==> src/rtl/ureg_pkg.sv <==
// Shared operation encodings for universal_register and its next-state logic.
package ureg_pkg;
  localparam int UREG_OP_W = 3;

  typedef enum logic [UREG_OP_W-1:0] {
    UREG_HOLD = 3'd0,
    UREG_LOAD = 3'd1,
    UREG_SHL  = 3'd2,
    UREG_SHR  = 3'd3,
    UREG_ROL  = 3'd4,
    UREG_ROR  = 3'd5,
    UREG_INC  = 3'd6,
    UREG_DEC  = 3'd7
  } ureg_op_e;
endpackage

==> src/rtl/universal_register_next.sv <==
// Combinational next-state logic for universal_register: computes the next Q
// and the next carry/borrow/shift-out flag from the current state and the OP.
module universal_register_next
  import ureg_pkg::*;
#(
  parameter int N = 4
) (
  input  logic [N-1:0]         i_q,
  input  logic                 i_co,
  input  logic [N-1:0]         i_d,
  input  logic [UREG_OP_W-1:0] i_op,
  input  logic                 i_sil,
  input  logic                 i_sir,
  output logic [N-1:0]         o_q_nxt,
  output logic                 o_co_nxt
);
  logic [N:0] w_inc;
  logic [N:0] w_dec;

  // One extra bit on the arithmetic paths carries the wrap flag out.
  assign w_inc = {1'b0, i_q} + {{N{1'b0}}, 1'b1};
  assign w_dec = {1'b0, i_q} - {{N{1'b0}}, 1'b1};

  always_comb begin
    o_q_nxt  = i_q;
    o_co_nxt = i_co;
    case (i_op)
      UREG_HOLD: begin
        o_q_nxt  = i_q;
        o_co_nxt = i_co;
      end
      UREG_LOAD: begin
        o_q_nxt  = i_d;
        o_co_nxt = 1'b0;
      end
      UREG_SHL: begin
        o_q_nxt  = {i_q[N-2:0], i_sil};
        o_co_nxt = i_q[N-1];
      end
      UREG_SHR: begin
        o_q_nxt  = {i_sir, i_q[N-1:1]};
        o_co_nxt = i_q[0];
      end
      UREG_ROL: begin
        o_q_nxt  = {i_q[N-2:0], i_q[N-1]};
        o_co_nxt = i_q[N-1];
      end
      UREG_ROR: begin
        o_q_nxt  = {i_q[0], i_q[N-1:1]};
        o_co_nxt = i_q[0];
      end
      UREG_INC: begin
        o_q_nxt  = w_inc[N-1:0];
        o_co_nxt = w_inc[N];
      end
      UREG_DEC: begin
        o_q_nxt  = w_dec[N-1:0];
        o_co_nxt = w_dec[N];
      end
      default: begin
        o_q_nxt  = i_q;
        o_co_nxt = i_co;
      end
    endcase
  end
endmodule

==> src/rtl/universal_register.sv <==
// N-bit universal register: Q/CO state flops with synchronous reset, zero flag,
// and an optional parity output enabled by defining UREG_PARITY_EN.
module universal_register
  import ureg_pkg::*;
#(
  parameter int N = 4
) (
  input  logic                 clock,
  input  logic                 R,
  input  logic [N-1:0]         D,
  input  logic [UREG_OP_W-1:0] OP,
  input  logic                 SIL,
  input  logic                 SIR,
  output logic [N-1:0]         Q,
  output logic                 CO,
  output logic                 Z
`ifdef UREG_PARITY_EN
  ,
  output logic                 P
`endif
);
  logic [N-1:0] r_q;
  logic         r_co;
  logic [N-1:0] w_q_nxt;
  logic         w_co_nxt;

  universal_register_next #(.N(N)) u_next (
    .i_q      (r_q),
    .i_co     (r_co),
    .i_d      (D),
    .i_op     (OP),
    .i_sil    (SIL),
    .i_sir    (SIR),
    .o_q_nxt  (w_q_nxt),
    .o_co_nxt (w_co_nxt)
  );

  // Reset overrides whatever OP is presented on the same edge.
  always_ff @(posedge clock) begin
    if (R) begin
      r_q  <= '0;
      r_co <= 1'b0;
    end else begin
      r_q  <= w_q_nxt;
      r_co <= w_co_nxt;
    end
  end

  assign Q  = r_q;
  assign CO = r_co;
  assign Z  = (r_q == '0);
`ifdef UREG_PARITY_EN
  assign P  = ^r_q;
`endif
endmodule

==> config.mk <==
export PLATFORM = sky130hd
export DESIGN_NAME = universal_register
export DESIGN_NICKNAME = d
export VERILOG_FILES = /design/src/rtl/ureg_pkg.sv /design/src/rtl/universal_register_next.sv /design/src/rtl/universal_register.sv
export SDC_FILE = /design/constraint.sdc
export NUM_CORES = 1
export LEC_CHECK = 0
export BUFFER_PORTS_ARGS = -buffer_cell sky130_fd_sc_hd__clkbuf_2
export CAP_MARGIN = 0
export CORE_UTILIZATION = 30
export CTS_CLUSTER_DIAMETER = 60
export DETAILED_ROUTE_END_ITERATION = 8
export GPL_TIMING_DRIVEN = 0
export HOLD_SLACK_MARGIN = 0.02
export PLACE_DENSITY = 0.61
export SETUP_SLACK_MARGIN = 0.4
export SLEW_MARGIN = 0
export SYNTH_ARGS = -nofsm -noshare
export SYNTH_HDL_FRONTEND = slang
export SYNTH_SLANG_ARGS = --single-unit
==> constraint.sdc <==
create_clock -name clock -period 2.48 [get_ports clock]
set_clock_uncertainty 0.05 [all_clocks]
set_input_delay 0.124 -clock clock [delete_from_list [all_inputs] [get_ports clock]]
set_output_delay 0.124 -clock clock [all_outputs]
set_load 0.02 [all_outputs]
[After elaboration in Yosys (flattened, before gate mapping)]
Cells that the tools add are included.
Word-level totals
  ROM bits: 0
  bits in writable memories: 0
  memories kept: 0
  bits in latches: 0
  register bits after elaboration: 5
  input port bits: 11
Operators by class
  muxes and demuxes: 2
  multipliers: 0
  shifts and indexed selects: 0
  add/sub/neg operators: 2
  reductions and logical operators: 4
  divide/modulo/power cells: 0
  magnitude comparators: 0
  eq/ne operators: 7
  bitwise gates (word level): 0
Operator list (number)
  one-hot mux 4 bit (7 select lines): 1
  == test 3 bit (second input constant): 4
  == test 3 x 2 -> 1 bit (second input constant): 2
  adder 4 x 1 -> 5 bit (second input constant): 1
  one-hot mux 1 bit (5 select lines): 1
  subtractor 4 x 1 -> 5 bit (second input constant): 1
  zero test 4 bit: 1
  OR reduction 2 bit: 2
  == test 3 x 1 -> 1 bit (second input constant): 1
  zero test 3 bit: 1

[Logic depth before layout (Yosys ltp)]
Gate-level depths: netlist (run 1).
  depth in word-level cells: 3
  mapped depth: 6

[By module]
A second synthesis (run 1) with hierarchy kept.
Unflattened totals
  cells, all modules: 72
  area, all modules: 549.3 um^2
Modules (own cells, without submodules)
  universal_register_next: cells an instance 61, area each 402.9 um^2, instances 1, sequential area each 0.0 um^2
  universal_register: cells an instance 11, area each 146.4 um^2, instances 1, sequential area each 100.1 um^2

[Worst setup path after synthesis (run 1)]
Ideal clock, no wire load.
  path type: flip-flop to flip-flop
  start: register r_q[0], in the netlist Q[0]
  end: register r_co, in the netlist CO
  data required time: 2.360 ns
  cell stages (with the launch flop): 5
  clock period less this slack: 1.543 ns
  data arrival time: 1.423 ns
  library setup time: 0.070 ns
  path buffers: 0
  path slack: 0.937 ns
  cells stage by stage: dfxtp_1 ha_1 a21oi_1 or4_1 a21oi_1
Between the ends
  word-level cells in the longest chain between the ends: 2
  elaborated cells between the ends (all ways): 3
RTL lines
  from (decl): line universal_register.sv:22  | logic [N-1:0] r_q;
  from (signal assigned): line universal_register.sv:44  | r_q <= w_q_nxt;
  subtractor 4 x 1 -> 5 bit / adder 4 x 1 -> 5 bit (equally long branches): line universal_register_next.sv:22, universal_register_next.sv:21
  one-hot mux 1 bit (5 select lines) *: line universal_register_next.sv:27  | case (i_op)
  to (signal assigned): line universal_register.sv:45  | r_co <= w_co_nxt;
  to (decl): line universal_register.sv:23  | logic r_co;
Every way passes the cells marked *; elsewhere a longest branch is shown, timed or not.
A chain may end at the register's enable or synchronous reset.

[Worst setup path in the final report (run 1)]
  start: register r_q[0], in the netlist Q[0]
  end: register r_q[1], in the netlist Q[1]
Between the ends
  word-level cells in the longest chain between the ends: 2
  elaborated cells between the ends (all ways): 3
RTL lines (line)
  subtractor 4 x 1 -> 5 bit / adder 4 x 1 -> 5 bit (equally long branches): universal_register_next.sv:22, universal_register_next.sv:21
  one-hot mux 4 bit (7 select lines) *: universal_register_next.sv:27
Marks and branches as above.

==> results of run 1 <==
==> per-stage QoR <==
step / instance area (µm²) / utilization, % / instances
after global placement: 603 / 39.1 / 93
after floorplan: 508 / - / 62
final: 629 / 40.8 / 97
after global routing: 629 / 40.8 / 97
after CTS: 629 / 40.8 / 97
after detailed placement: 603 / 39.1 / 93
==> metal layers <==
layer,track usage [%],up-vias
li1,-,268
met1,19.9,244
met2,18.8,24
met3,2.98,0
met4,3.64,0
met5,0,-
==> critical path, stage by stage (launching register included) <==
cell      delay, ps
dfxtp_1         470
inv_1           120
ha_1            340
nand2_1          80
o211ai_1         90
a221oi_1        280
==> placed cells by master (no fill, tap or decap), types with 2 or more instances in the layout <==
cell type	n
mux2i_1	5
nor2_1	5
a21oi_1	5
dfxtp_1	5
ha_1	3
nand2_1	4
xor2_1	2
clkbuf_4	3
o21ai_0	3
clkbuf_2	15
inv_1	3
buf_6	2
==> where the power goes <==
group | internal [mW] | switching, mW | leakage (nW)
Sequential | 0.0881 | 0.0135 | 0.0413
Combinational | 0.0494 | 0.0600 | 0.235
Clock | 0.0608 | 0.0330 | 0.0150
Total | 0.198 | 0.107 | 0.291
==> worst max path at each step <==
stage                end  slack (ps)  cells after the start  from
CTS                   CO         950                      4  Q[0]
floorplan             CO         940                      4  Q[0]
detailed placement    CO         970                      4  Q[0]
global route          CO         830                      4  Q[0]
finish              Q[1]         960                      5  Q[0]
global placement      CO         940                      4  Q[0]
==> cell families after synthesis <==
| family | Yosys count | synth area share [%] |
|---|---|---|
| AND/OR/NAND/NOR | 22 | 24.9 |
| flip-flops | 5 | 19.7 |
| XOR/XNOR | 3 | 5.17 |
| adder cells (fa/ha/maj) | 3 | 7.39 |
| AO/OA/AOI/OAI | 18 | 24.9 |
| buffers and inverters | 6 | 8.13 |
| multiplexers | 5 | 9.85 |
==> state kept, by name, indices dropped and copies added (netlist names) <==
name	cells
Q	4
CO	1
==> cell type report <==
type	count	area, µm²
well taps	16	20.0
fillers	160	912
multi-input cells	51	367
plain buffers	3	30.0
flip-flops and latches	5	100
repair buffers	15	75.1
inverters	3	11.3
clock buffers	4	26.3
==> flow_metrics.tcl, run 1 <==
set metrics [dict create \
    cts.clk_slew.worst_paths_ps 50 \
    wl_per_cell_um 12.5 \
    grt_pass1_vias 421 \
    cts-buffers-inserted 3 \
    hold_buffers 0 \
    finalPower_mw 0.305 \
    insertion_delay_ps 240 \
    grt_pass1_wl_um 1900 \
    die_width_um 43.2 \
    syn_inst 62 \
    r2r_cells 5 \
    grt_usage_pct 13.3 \
    diodes 0 \
    period_share_pct 61.3 \
    netlist_area_um2 508 \
    cts_tree "done" \
    synth_fp_nets 76 \
    powerDensity_mw_per_mm2 484 \
    max-cap-violations 0 \
    ctsHtreeMaxLevel 1 \
    worstHoldPathCells 2 \
    crit_fanout 9 \
    yosysSeqAreaShare_pct 19.7 \
    totalWireLength_um 1220 \
    cts_sinks 5 \
    slew_headroom_pct 81.0 \
    startpoint_type "register" \
    vdd_drop_max_v 0.000287 \
    ys_types 35 \
    antenna_found_initial 0 \
    die_y_um 43.2 \
    setup_violations 0 \
    core-area_mm2 0.00154 \
    post_cts_buffers 0 \
    cts-root-buf "clkbuf_4" \
    report.final.slew_viol_count 0 \
    status "finished, final reports clean" \
    wl_met1_um 565 \
    synth_top_area_share_pct 19.7 \
    dr.max_layer_used "met3" \
    synth_common_cells "a21oi_1 (5), dfxtp_1 (5), mux2i_1 (5), nor2_1 (5), nand2_1 (4)" \
    r2r-end "Q[1]" \
    dp_worst_setup_slack_ps 966 \
    critPathArrivalTime_ps 1610 \
    gr-total-overflow 0 \
    avgSynthCellArea_um2 8.19 \
    routed-wl-met2_um 579 \
    gp_congestion 0.778 \
    synth_flop_cell "dfxtp_1" \
    r2r_start "Q[0]" \
    p_leak_nw 0.291 \
    setup_tns_ps 0 \
    fmax_mhz 658 \
    whs_ps 107 \
    dp_hpwl_um 896 \
    min_to "CO" \
    grt_start_max_net_pins 11 \
    layout-drive-gt1-share_pct 33.3 \
    post_cts_resized 0 \
    rows 14 \
    cp-end-kind "register" \
    hold_start "R" \
    tightest_slew_ps 284 \
    first_iter_violations 28 \
    route.detailed.drc 0 \
    nets 96 \
    synth_enable_flop_cells 0 \
    hold_violations 0 \
    grt_setup_unrepaired "no" \
    ys_seq_elements 5 \
    path_class "reg -> reg" \
    async_reset_ff_share_pct 0 \
    drt_first_pass_iters 4 \
    synth_area_leader_cell "dfxtp_1" \
    port_buffers 15 \
    wl_met3_um 72 \
    io_pins 17 \
    start_util_pct 33.0 \
    fin_ws_ps 959 \
    min_period_ps 1520 \
    via_per_inst 5.53 \
    synthTopCellsByArea "dfxtp_1 (20%), mux2i_1 (9.9%), ha_1 (7.4%), a21oi_1 (4.9%), buf_6 (4.4%)" \
    required_ps 2570 \
    r2r_slack_ps 960 \
    clockBufferDepth 2 \
    dieArea_mm2 0.00186 \
    ant_nets 0 \
    vias 536 \
    hp-class "in -> reg" \
    yosys_warnings 0 \
    synthToLayoutAreaGrowth_pct 23.9 \
]
No activity file was read; power rests on OpenSTA's default activity.
==> inputs of run 2 (changes only) <==
==> constraint.sdc (replaced) <==
create_clock -name clock -period 1.5 [get_ports clock]
set_clock_uncertainty 0.05 [all_clocks]
set_input_delay 0.075 -clock clock [delete_from_list [all_inputs] [get_ports clock]]
set_output_delay 0.075 -clock clock [all_outputs]
set_load 0.02 [all_outputs]
==> flow_metrics.tcl, run 2 (synthesis results as in run 1) <==
set metrics [dict create \
    dp.cells 93 \
    gp_congestion 0.779 \
    layout_common_cells "clkbuf_2 (14), nor2_1 (5), buf_6 (5), mux2i_1 (5)" \
    critPathTopFamily "simple AND/OR/NAND/NOR gates" \
    r2r_cells 4 \
    largest_reg_flops 4 \
    dp_hpwl_um 940 \
    min_to "Q[1]" \
    report.final.slew_viol_count 0 \
    wl_per_cell_um 13.0 \
    synthToLayoutAreaGrowth_pct 43.8 \
    cts_tree "done" \
    core-area_mm2 0.00154 \
    diodes 0 \
    r2r-end "CO" \
    dieArea_mm2 0.00186 \
    cts-root-buf "clkbuf_4" \
    cp-end-kind "register" \
    startpoint_type "register" \
    crit_buf_inv 0 \
    status "finished, final reports clean" \
    cts.clk_slew.worst_paths_ps 50 \
    grt_usage_pct 15.2 \
    path_class "reg -> reg" \
    clockBufferDepth 2 \
    cts_sinks 5 \
    p_leak_nw 0.321 \
    die_width_um 43.2 \
    critPathArrivalTime_ps 1410 \
    antenna_found_initial 0 \
    tightest_slew_ps 312 \
    cts-buffers-inserted 3 \
    final_common_cell "clkbuf_2" \
    setup_violations 0 \
    final_cells 102 \
    slew_headroom_pct 79.1 \
    port_buffers 15 \
    period_share_pct 86.3 \
    max-cap-violations 0 \
    cp.depth 4 \
    whs_ps 68.0 \
    cp_slowest_cell "or4_1" \
    crit_fanout 4 \
    route.detailed.drc 0 \
    vias 526 \
    nets 101 \
    io_pins 17 \
    gr-total-overflow 0 \
    post-route-util_pct 47.4 \
    powerDensity_mw_per_mm2 744 \
    setup_tns_ps 0 \
    r2r_start "Q[1]" \
    hold_start "R" \
    hp-class "in -> reg" \
    hold_violations 0 \
    required_ps 1620 \
    max_stage_delay_ps 460 \
    layout-drive-gt1-share_pct 50.0 \
    die_y_um 43.2 \
    grt_pass1_wl_um 2120 \
    start_util_pct 33.0 \
    min_period_ps 1300 \
    ctsHtreeMaxLevel 1 \
    drt_first_pass_iters 2 \
    totalWireLength_um 1330 \
    grt_setup_unrepaired "yes" \
    via_per_inst 5.16 \
    vdd_drop_max_v 0.000319 \
    worstHoldPathCells 2 \
    fmax_mhz 772 \
    n_fill_cell 158 \
    first_iter_violations 6 \
    ant_nets 0 \
    hold_buffers 0 \
    path_cells "ha_4 -> a21oi_2 -> or4_1 -> a21oi_1" \
    grt_pass1_vias 484 \
    r2r_slack_ps 200 \
    insertion_delay_ps 240 \
    rows 14 \
    grt_start_max_net_pins 11 \
]
==> run 2: final cells by class <==
type                    count  area, µm²  area share [%]
clock buffers               4       26.3            3.60
repair buffers             20        124            17.0
inverters                   3       13.8            1.88
plain buffers               3       30.0            4.11
well taps                  16       20.0            2.74
multi-input cells          51        404            55.3
flip-flops and latches      5        113            15.4
==> run 2: what timing repair did <==
item                       4_1_cts  5_1_grt
gates resized for setup          5        5
setup endpoints to repair        6        6
pin swaps                        9        8
setup buffers                    4        1
==> run 2: how the worst max path moves through the flow <==
stage	start	end	slack (ps)
finish	Q[1]	CO	200
global route	Q[0]	Q[2]	150
CTS	Q[0]	Q[1]	220
detailed placement	Q[0]	Q[2]	130
global placement	Q[0]	Q[2]	110
floorplan	Q[0]	CO	190
==> run 2: per-stage QoR <==
step	area, µm²	setup WS, ps	power (mW)
CTS	706	219	0.538
detailed placement	639	126	0.360
floorplan	544	189	0.302
global route	731	153	0.584
finish	731	205	0.543
global placement	639	113	0.359
==> run 2: power by group <==
group	internal (mW)	switching [mW]	total, mW
Clock	0.101	0.0549	0.155
Combinational	0.105	0.113	0.219
Sequential	0.147	0.0224	0.169
Total	0.353	0.191	0.543
==> run 2: worst reg2reg max path: cells and delay by family, from the launching register on <==
family	cells	cell delay, ps
and+or+nand+nor	1	460
AOI/OAI and AO/OA	2	180
DFF	1	390
adders and majority gates	1	150
==> run 2: layer usage <==
| layer | track usage [%] | vias up | part of all wire, % |
|---|---|---|---|
| li1 | - | 276 | - |
| met1 | 21.2 | 239 | 48 |
| met2 | 21.5 | 9 | 48 |
| met3 | 2.55 | 2 | 2.6 |
| met4 | 9.09 | 0 | 1.1 |
| met5 | 0 | - | 0 |
